--- config.mk ---
export PLATFORM = sky130hd
export DESIGN_NAME = scr1_tapc_ovs
export DESIGN_NICKNAME = d
export VERILOG_FILES = /design/src/rtl/scr1_tapc_ovs.sv
export SDC_FILE = /design/constraint.sdc
export NUM_CORES = 1
export LEC_CHECK = 0
export CAP_MARGIN = 20
export CORE_AREA = 2 2 59 83
export CTS_BUF_LIST = sky130_fd_sc_hd__clkbuf_2
export DETAILED_ROUTE_END_ITERATION = 10
export DIE_AREA = 0 0 61 85
export PLACE_DENSITY_LB_ADDON = 0.3
export SLEW_MARGIN = 30
export SYNTH_ARGS = -nofsm -noshare
export SYNTH_HDL_FRONTEND = slang
export SYNTH_SLANG_ARGS = --single-unit
export TNS_END_PERCENT = 1
--- constraint.sdc ---
create_clock -name clk -period 3.6 [get_ports clk]
set_input_delay 1.08 -clock clk [delete_from_list [all_inputs] [get_ports clk]]
set_output_delay 1.08 -clock clk [all_outputs]
set_load 0.02 [all_outputs]
--- src/rtl/scr1_tapc_ovs.sv ---
// JTAG TAP controller that oversamples TCK/TMS/TDI/TRST_n in the core clock domain and
// drives IR, IDCODE, BYPASS and the DTMCS/DMI chain strobes.
module scr1_tapc_ovs #(
    parameter int unsigned IR_WIDTH    = 5,
    parameter logic [31:0] IDCODE_VAL  = 32'hDEB11001,
    parameter int unsigned SYNC_STAGES = 2
) (
    input  logic       clk,
    input  logic       rst_n,
    input  logic       tapc_trst_n_i,
    input  logic       tapc_tck_i,
    input  logic       tapc_tms_i,
    input  logic       tapc_tdi_i,
    output logic       tapc_tdo_o,
    output logic       tapc_tdo_en_o,
    output logic       tapc2dmi_ch_sel_o,
    output logic [1:0] tapc2dmi_ch_id_o,
    output logic       tapc2dmi_ch_capture_o,
    output logic       tapc2dmi_ch_shift_o,
    output logic       tapc2dmi_ch_update_o,
    output logic       tapc2dmi_ch_tdi_o,
    input  logic       dmi2tapc_ch_tdo_i
);

    localparam logic [IR_WIDTH-1:0] IrIdcode = IR_WIDTH'('h01);
    localparam logic [IR_WIDTH-1:0] IrDtmcs  = IR_WIDTH'('h10);
    localparam logic [IR_WIDTH-1:0] IrDmi    = IR_WIDTH'('h11);

    typedef enum logic [3:0] {
        StTlr, StRti, StSelDr, StCapDr, StShDr, StEx1Dr, StPauDr, StEx2Dr, StUpdDr,
        StSelIr, StCapIr, StShIr, StEx1Ir, StPauIr, StEx2Ir, StUpdIr
    } tap_state_e;

    logic [SYNC_STAGES-1:0] tck_sync_q, tms_sync_q, tdi_sync_q, trst_sync_q;
    logic                   tck_prev_q;
    logic                   tck_s, tms_s, tdi_s, trst_act;
    logic                   tck_rise, tck_fall;

    tap_state_e             state_q, state_d;
    logic [IR_WIDTH-1:0]    ir_q, ir_shift_q;
    logic [31:0]            idcode_q;
    logic                   bypass_q;
    logic                   tdo_q, tdo_en_q;
    logic                   ch_sel_q, capture_q, shift_q, update_q, ch_tdi_q;
    logic [1:0]             ch_id_q;

    logic                   ir_is_chain;
    logic [1:0]             ir_ch_id;
    logic                   dr_lsb;

    // TRST_n chain resets to "asserted" so the TAP stays held until the pin is seen high.
    always_ff @(posedge clk or negedge rst_n) begin
        if (!rst_n) begin
            tck_sync_q  <= '0;
            tms_sync_q  <= '0;
            tdi_sync_q  <= '0;
            trst_sync_q <= '0;
            tck_prev_q  <= 1'b0;
        end else begin
            tck_sync_q  <= {tck_sync_q[SYNC_STAGES-2:0], tapc_tck_i};
            tms_sync_q  <= {tms_sync_q[SYNC_STAGES-2:0], tapc_tms_i};
            tdi_sync_q  <= {tdi_sync_q[SYNC_STAGES-2:0], tapc_tdi_i};
            trst_sync_q <= {trst_sync_q[SYNC_STAGES-2:0], tapc_trst_n_i};
            tck_prev_q  <= tck_s;
        end
    end

    assign tck_s    = tck_sync_q[SYNC_STAGES-1];
    assign tms_s    = tms_sync_q[SYNC_STAGES-1];
    assign tdi_s    = tdi_sync_q[SYNC_STAGES-1];
    assign trst_act = ~trst_sync_q[SYNC_STAGES-1];
    assign tck_rise = tck_s & ~tck_prev_q;
    assign tck_fall = ~tck_s & tck_prev_q;

    always_comb begin
        state_d = state_q;
        case (state_q)
            StTlr:   state_d = tms_s ? StTlr   : StRti;
            StRti:   state_d = tms_s ? StSelDr : StRti;
            StSelDr: state_d = tms_s ? StSelIr : StCapDr;
            StCapDr: state_d = tms_s ? StEx1Dr : StShDr;
            StShDr:  state_d = tms_s ? StEx1Dr : StShDr;
            StEx1Dr: state_d = tms_s ? StUpdDr : StPauDr;
            StPauDr: state_d = tms_s ? StEx2Dr : StPauDr;
            StEx2Dr: state_d = tms_s ? StUpdDr : StShDr;
            StUpdDr: state_d = tms_s ? StSelDr : StRti;
            StSelIr: state_d = tms_s ? StTlr   : StCapIr;
            StCapIr: state_d = tms_s ? StEx1Ir : StShIr;
            StShIr:  state_d = tms_s ? StEx1Ir : StShIr;
            StEx1Ir: state_d = tms_s ? StUpdIr : StPauIr;
            StPauIr: state_d = tms_s ? StEx2Ir : StPauIr;
            StEx2Ir: state_d = tms_s ? StUpdIr : StShIr;
            StUpdIr: state_d = tms_s ? StSelDr : StRti;
            default: state_d = StTlr;
        endcase
    end

    always_comb begin
        ir_is_chain = (ir_q == IrDtmcs) || (ir_q == IrDmi);
        ir_ch_id    = (ir_q == IrDtmcs) ? 2'd1 : (ir_q == IrDmi) ? 2'd2 : 2'd0;
        // Unknown instructions fall through to BYPASS.
        if (ir_q == IrIdcode) begin
            dr_lsb = idcode_q[0];
        end else if (ir_is_chain) begin
            dr_lsb = dmi2tapc_ch_tdo_i;
        end else begin
            dr_lsb = bypass_q;
        end
    end

    always_ff @(posedge clk or negedge rst_n) begin
        if (!rst_n) begin
            state_q    <= StTlr;
            ir_q       <= IrIdcode;
            ir_shift_q <= '0;
            idcode_q   <= '0;
            bypass_q   <= 1'b0;
            tdo_q      <= 1'b0;
            tdo_en_q   <= 1'b0;
            ch_sel_q   <= 1'b0;
            ch_id_q    <= 2'd0;
            capture_q  <= 1'b0;
            shift_q    <= 1'b0;
            update_q   <= 1'b0;
            ch_tdi_q   <= 1'b0;
        end else begin
            capture_q <= 1'b0;
            shift_q   <= 1'b0;
            update_q  <= 1'b0;
            ch_tdi_q  <= tdi_s;
            if (trst_act) begin
                state_q  <= StTlr;
                ir_q     <= IrIdcode;
                ch_sel_q <= 1'b0;
                ch_id_q  <= 2'd0;
                tdo_en_q <= 1'b0;
            end else begin
                ch_sel_q <= ir_is_chain;
                ch_id_q  <= ir_ch_id;
                if (tck_rise) begin
                    state_q <= state_d;
                    case (state_q)
                        StCapDr: begin
                            idcode_q  <= IDCODE_VAL;
                            bypass_q  <= 1'b0;
                            capture_q <= ch_sel_q;
                        end
                        StShDr: begin
                            idcode_q <= {tdi_s, idcode_q[31:1]};
                            bypass_q <= tdi_s;
                            shift_q  <= ch_sel_q;
                        end
                        StCapIr: ir_shift_q <= IR_WIDTH'('h01);
                        StShIr:  ir_shift_q <= {tdi_s, ir_shift_q[IR_WIDTH-1:1]};
                        default: ;
                    endcase
                end
                if (tck_fall) begin
                    tdo_en_q <= 1'b0;
                    case (state_q)
                        StShDr: begin
                            tdo_q    <= dr_lsb;
                            tdo_en_q <= 1'b1;
                        end
                        StShIr: begin
                            tdo_q    <= ir_shift_q[0];
                            tdo_en_q <= 1'b1;
                        end
                        StUpdDr: update_q <= ch_sel_q;
                        StUpdIr: ir_q     <= ir_shift_q;
                        default: ;
                    endcase
                end
                if (state_q == StTlr) begin
                    ir_q <= IrIdcode;
                end
            end
        end
    end

    assign tapc_tdo_o            = tdo_q;
    assign tapc_tdo_en_o         = tdo_en_q;
    assign tapc2dmi_ch_sel_o     = ch_sel_q;
    assign tapc2dmi_ch_id_o      = ch_id_q;
    assign tapc2dmi_ch_capture_o = capture_q;
    assign tapc2dmi_ch_shift_o   = shift_q;
    assign tapc2dmi_ch_update_o  = update_q;
    assign tapc2dmi_ch_tdi_o     = ch_tdi_q;

endmodule

==> metrics.yaml <==
clock_tree.buffer_depth: 2
critical_path.endpoint_type: "output pin"
filler_cell_count: 371
drv_slew: 0
max_clock_freq_mhz: 379
tritoncts: "done"
clk_latency_ns: 0.50
cp-startpoint: "tapc2dmi_ch_sel_o$_DFF_PN0_"
place_hpwl_mm: 2.90
syn2layout_area_growth_pct: 10.1
critical_path.reg2reg.endpoint: "idcode_q[3]$_DFFE_PN0P_"
syn-mean-instance-area_um2: 12.2
synth_enable_flop_cells: 0
antennaDiodeCount: 0
setup-tns-final_ns: 0
highest-signal-layer: "met4"
cts_num_sinks: 65
fin_ws_ns: 0.962
cts_buffers: 9
groute.usage.overall: 0.202
met3WireLength_um: 140
hold_viol: 0
setup_repair_after_global_routing_missed_its_margin: "false"
met2_length_mm: 2.18
synth-warning-count: 0
async_flop_share: 1.00
drt_iter0_markers: 99
yosys.area.top_type: "dfrtp_1"
critical_path.startpoint_type: "flip-flop"
critical_path.cell_chain: "clkdlybuf4s50_1"
finalCritPeriodShare: 0.733
cts_root_buffer: "clkbuf_2"
timing.final.crit_period_ns: 2.64
finish.instance_area_mm2: 0.00287
mappedNetlistNets: 221
final-instance-count-excl-fill: 295
die_h_um: 85
static_power_due_to_leakage_nw: 1.29
final_layout_size_suffix_gt1_frac: 0.107
global_route.overflow_total: 0
depth_of_the_worst_register_to_register_path: 4
final_antenna_net_count: 0
post_drt_wl_per_cell_um: 15.0
die_w_um: 61
timing.critical_path.max_delay_family: "buffers and inverters"
cts.clk_slew.worst_paths_ns: 0.16
placed_cells_incl_taps: 279
critical_path_required_ns: 2.52
cp.buffers_inverters: 1
tightestPinTransition_ns: 0.841
worst_ir_drop_vdd_mv: 0.285
multi_input_comb_area_um2: 842
initial_antenna_violation_count: 0
timing.critical_path.slowest_stage_cell: "clkdlybuf4s50_1"
dieArea_mm2: 0.00519
grt_first_pass_wirelength_mm: 7.54
status: "finished, final reports clean"
place_area_mm2: 0.00276
netlist_top_cells_count: "dfrtp_1, a22o_1, nor2_1"
maximum_number_of_pins_on_one_net_before_global_route_repair: 36
critical_path_arrival_ns: 1.56
netlist_instances: 214
cap_viol_max_count: 0
crit_type: "reg -> out"
holdCritPathClass: "reg -> reg"
postSynth.topFlopCell: "dfrtp_1"
num_io_pins: 16
cts_setup_buffers: 0
place_worst_setup_slack_ns: 1.51
timing.reg2reg.setup_slack_ns: 1.49
maxSlewHeadroom: 0.434
io_buffer_count: 15
ctsHtreeMaxLevel: 3
max_clock_skew_ns: 0.0286
place_congestion: 0.843
critical-path-max-stage-delay_ns: 0.63
vias: 1667
cp.depth: 1
core_area_mm2: 0.00446
starting_density_of_the_core: 0.583
cp_max_fo: 4
cts_hold_repair.buffers: 0
synth_sequential_area_ratio: 0.625
grt_pass1_vias: 1632
seqCellArea_mm2: 0.00163
utilization: 0.642
ys_seq_elements: 65
mappedNetlistArea_mm2: 0.00260
design.final.nets: 235
cts-resized-gates: 0
most_common_cell_in_the_synthesized_netlist: "dfrtp_1"
finalSetupViolCount: 0
m1WireLength_mm: 2.00
rows: 29
synth_top_cell_area_share: 0.615
critical_path.endpoint: "tapc2dmi_ch_sel_o"
yosys-top-cells-area: "dfrtp_1, a22o_1, o22a_1, nor2_1, nand3_1"
netlist-cell-type-count: 41
worstReg2RegStart: "state_q[0]$_DFFE_PN0P_"
drc_markers: 0
finalWirelength_mm: 4.42
via_per_inst: 5.65
detail_route.first_pass.iterations: 4
cellPowerDensity_mw_per_mm2: 465
-- cell families (layout without fill, tap and decap cells) --
| group | Yosys count | count (layout) | synth area share |
|---|---|---|---|
| buffers and inverters | 27 | 46 | 0.0510 |
| and+or+nand+nor | 50 | 50 | 0.109 |
| muxes | 2 | 2 | 0.00769 |
| AOI/OAI and AO/OA | 69 | 69 | 0.203 |
| DFF | 65 | 65 | 0.625 |
| xor gates and xnor gates | 1 | 1 | 0.00337 |
-- sequential cells by signal, indices dropped and copies added, names as in the netlist --
signal and count:
bypass_q 1, idcode_q 32, ir_q 5, ir_shift_q 5, state_q 4, tapc2dmi_ch_capture_o 1, tapc2dmi_ch_id_o 2, tapc2dmi_ch_sel_o 1
tapc2dmi_ch_shift_o 1, tapc2dmi_ch_tdi_o 1, tapc2dmi_ch_update_o 1, tapc_tdo_en_o 1, tapc_tdo_o 1, tck_prev_q 1, tck_sync_q 2, tdi_sync_q 2
tms_sync_q 2, trst_sync_q 2
-- where the power goes --
group	internal (W)	switching [W]	leakage [nW]	total, W
sequential	0.000781	0.0000397	0.866	0.000821
clock	0.000159	0.000244	0.0684	0.000402
combinational	0.0000548	0.0000527	0.352	0.000108
-- stage by stage --
| step | total power, W | hold WS [ns] |
|---|---|---|
| 2_1_floorplan | 0.000902 | 0.331 |
| 3_5_place_dp | 0.000945 | 0.337 |
| 6_report | 0.00133 | 0.374 |
| 3_3_place_gp | 0.000940 | 0.332 |
| 5_1_grt | 0.00141 | 0.376 |
| 4_1_cts | 0.00134 | 0.372 |
-- layout make-up --
class | count | share of cell area
sequential | 65 | 0.568
multi-input combinational | 122 | 0.294
timing repair buffer | 19 | 0.0611
tap | 62 | 0.0271
clock buffer | 11 | 0.0192
clock inverter | 5 | 0.0162
inverter | 11 | 0.0144
-- worst min path at each step --
stage | endpoint | slack (ns) | cells past startpoint | start
after floorplan | tck_sync_q[1]$_DFF_PN0_ | 0.33 | 0 | tck_sync_q[0]$_DFF_PN0_
after global placement | trst_sync_q[1]$_DFF_PN0_ | 0.33 | 0 | trst_sync_q[0]$_DFF_PN0_
after detailed placement | tdi_sync_q[1]$_DFF_PN0_ | 0.34 | 0 | tdi_sync_q[0]$_DFF_PN0_
after CTS | tdi_sync_q[1]$_DFF_PN0_ | 0.37 | 0 | tdi_sync_q[0]$_DFF_PN0_
after global routing | tdi_sync_q[1]$_DFF_PN0_ | 0.38 | 0 | tdi_sync_q[0]$_DFF_PN0_
final | trst_sync_q[1]$_DFF_PN0_ | 0.37 | 0 | trst_sync_q[0]$_DFF_PN0_
-- routing by layer --
layer	track usage	vias up
met5	0	-
met4	0.0949	0
met3	0.0777	9
met2	0.302	23
met1	0.255	818
li1	-	817
-- placed cells by master (no fill, tap or decap), types with 2 or more instances in the layout --
master,netlist,layout
nand2_1,4,4
a31oi_1,5,5
clkinv_1,0,3
buf_4,2,4
o22a_1,12,12
nand3_1,9,9
nand4b_1,2,2
clkdlybuf4s50_1,0,14
and2_1,2,2
dfrtp_1,64,64
nor3_1,4,4
o21ai_0,9,9
inv_1,11,11
nand2b_1,2,2
clkbuf_2,0,11
nor2b_1,5,5
mux2i_1,2,2
a22o_1,25,25
nand3b_1,2,2
a21oi_1,7,7
nor2_1,13,13
Power figures use the tool's default switching activity.
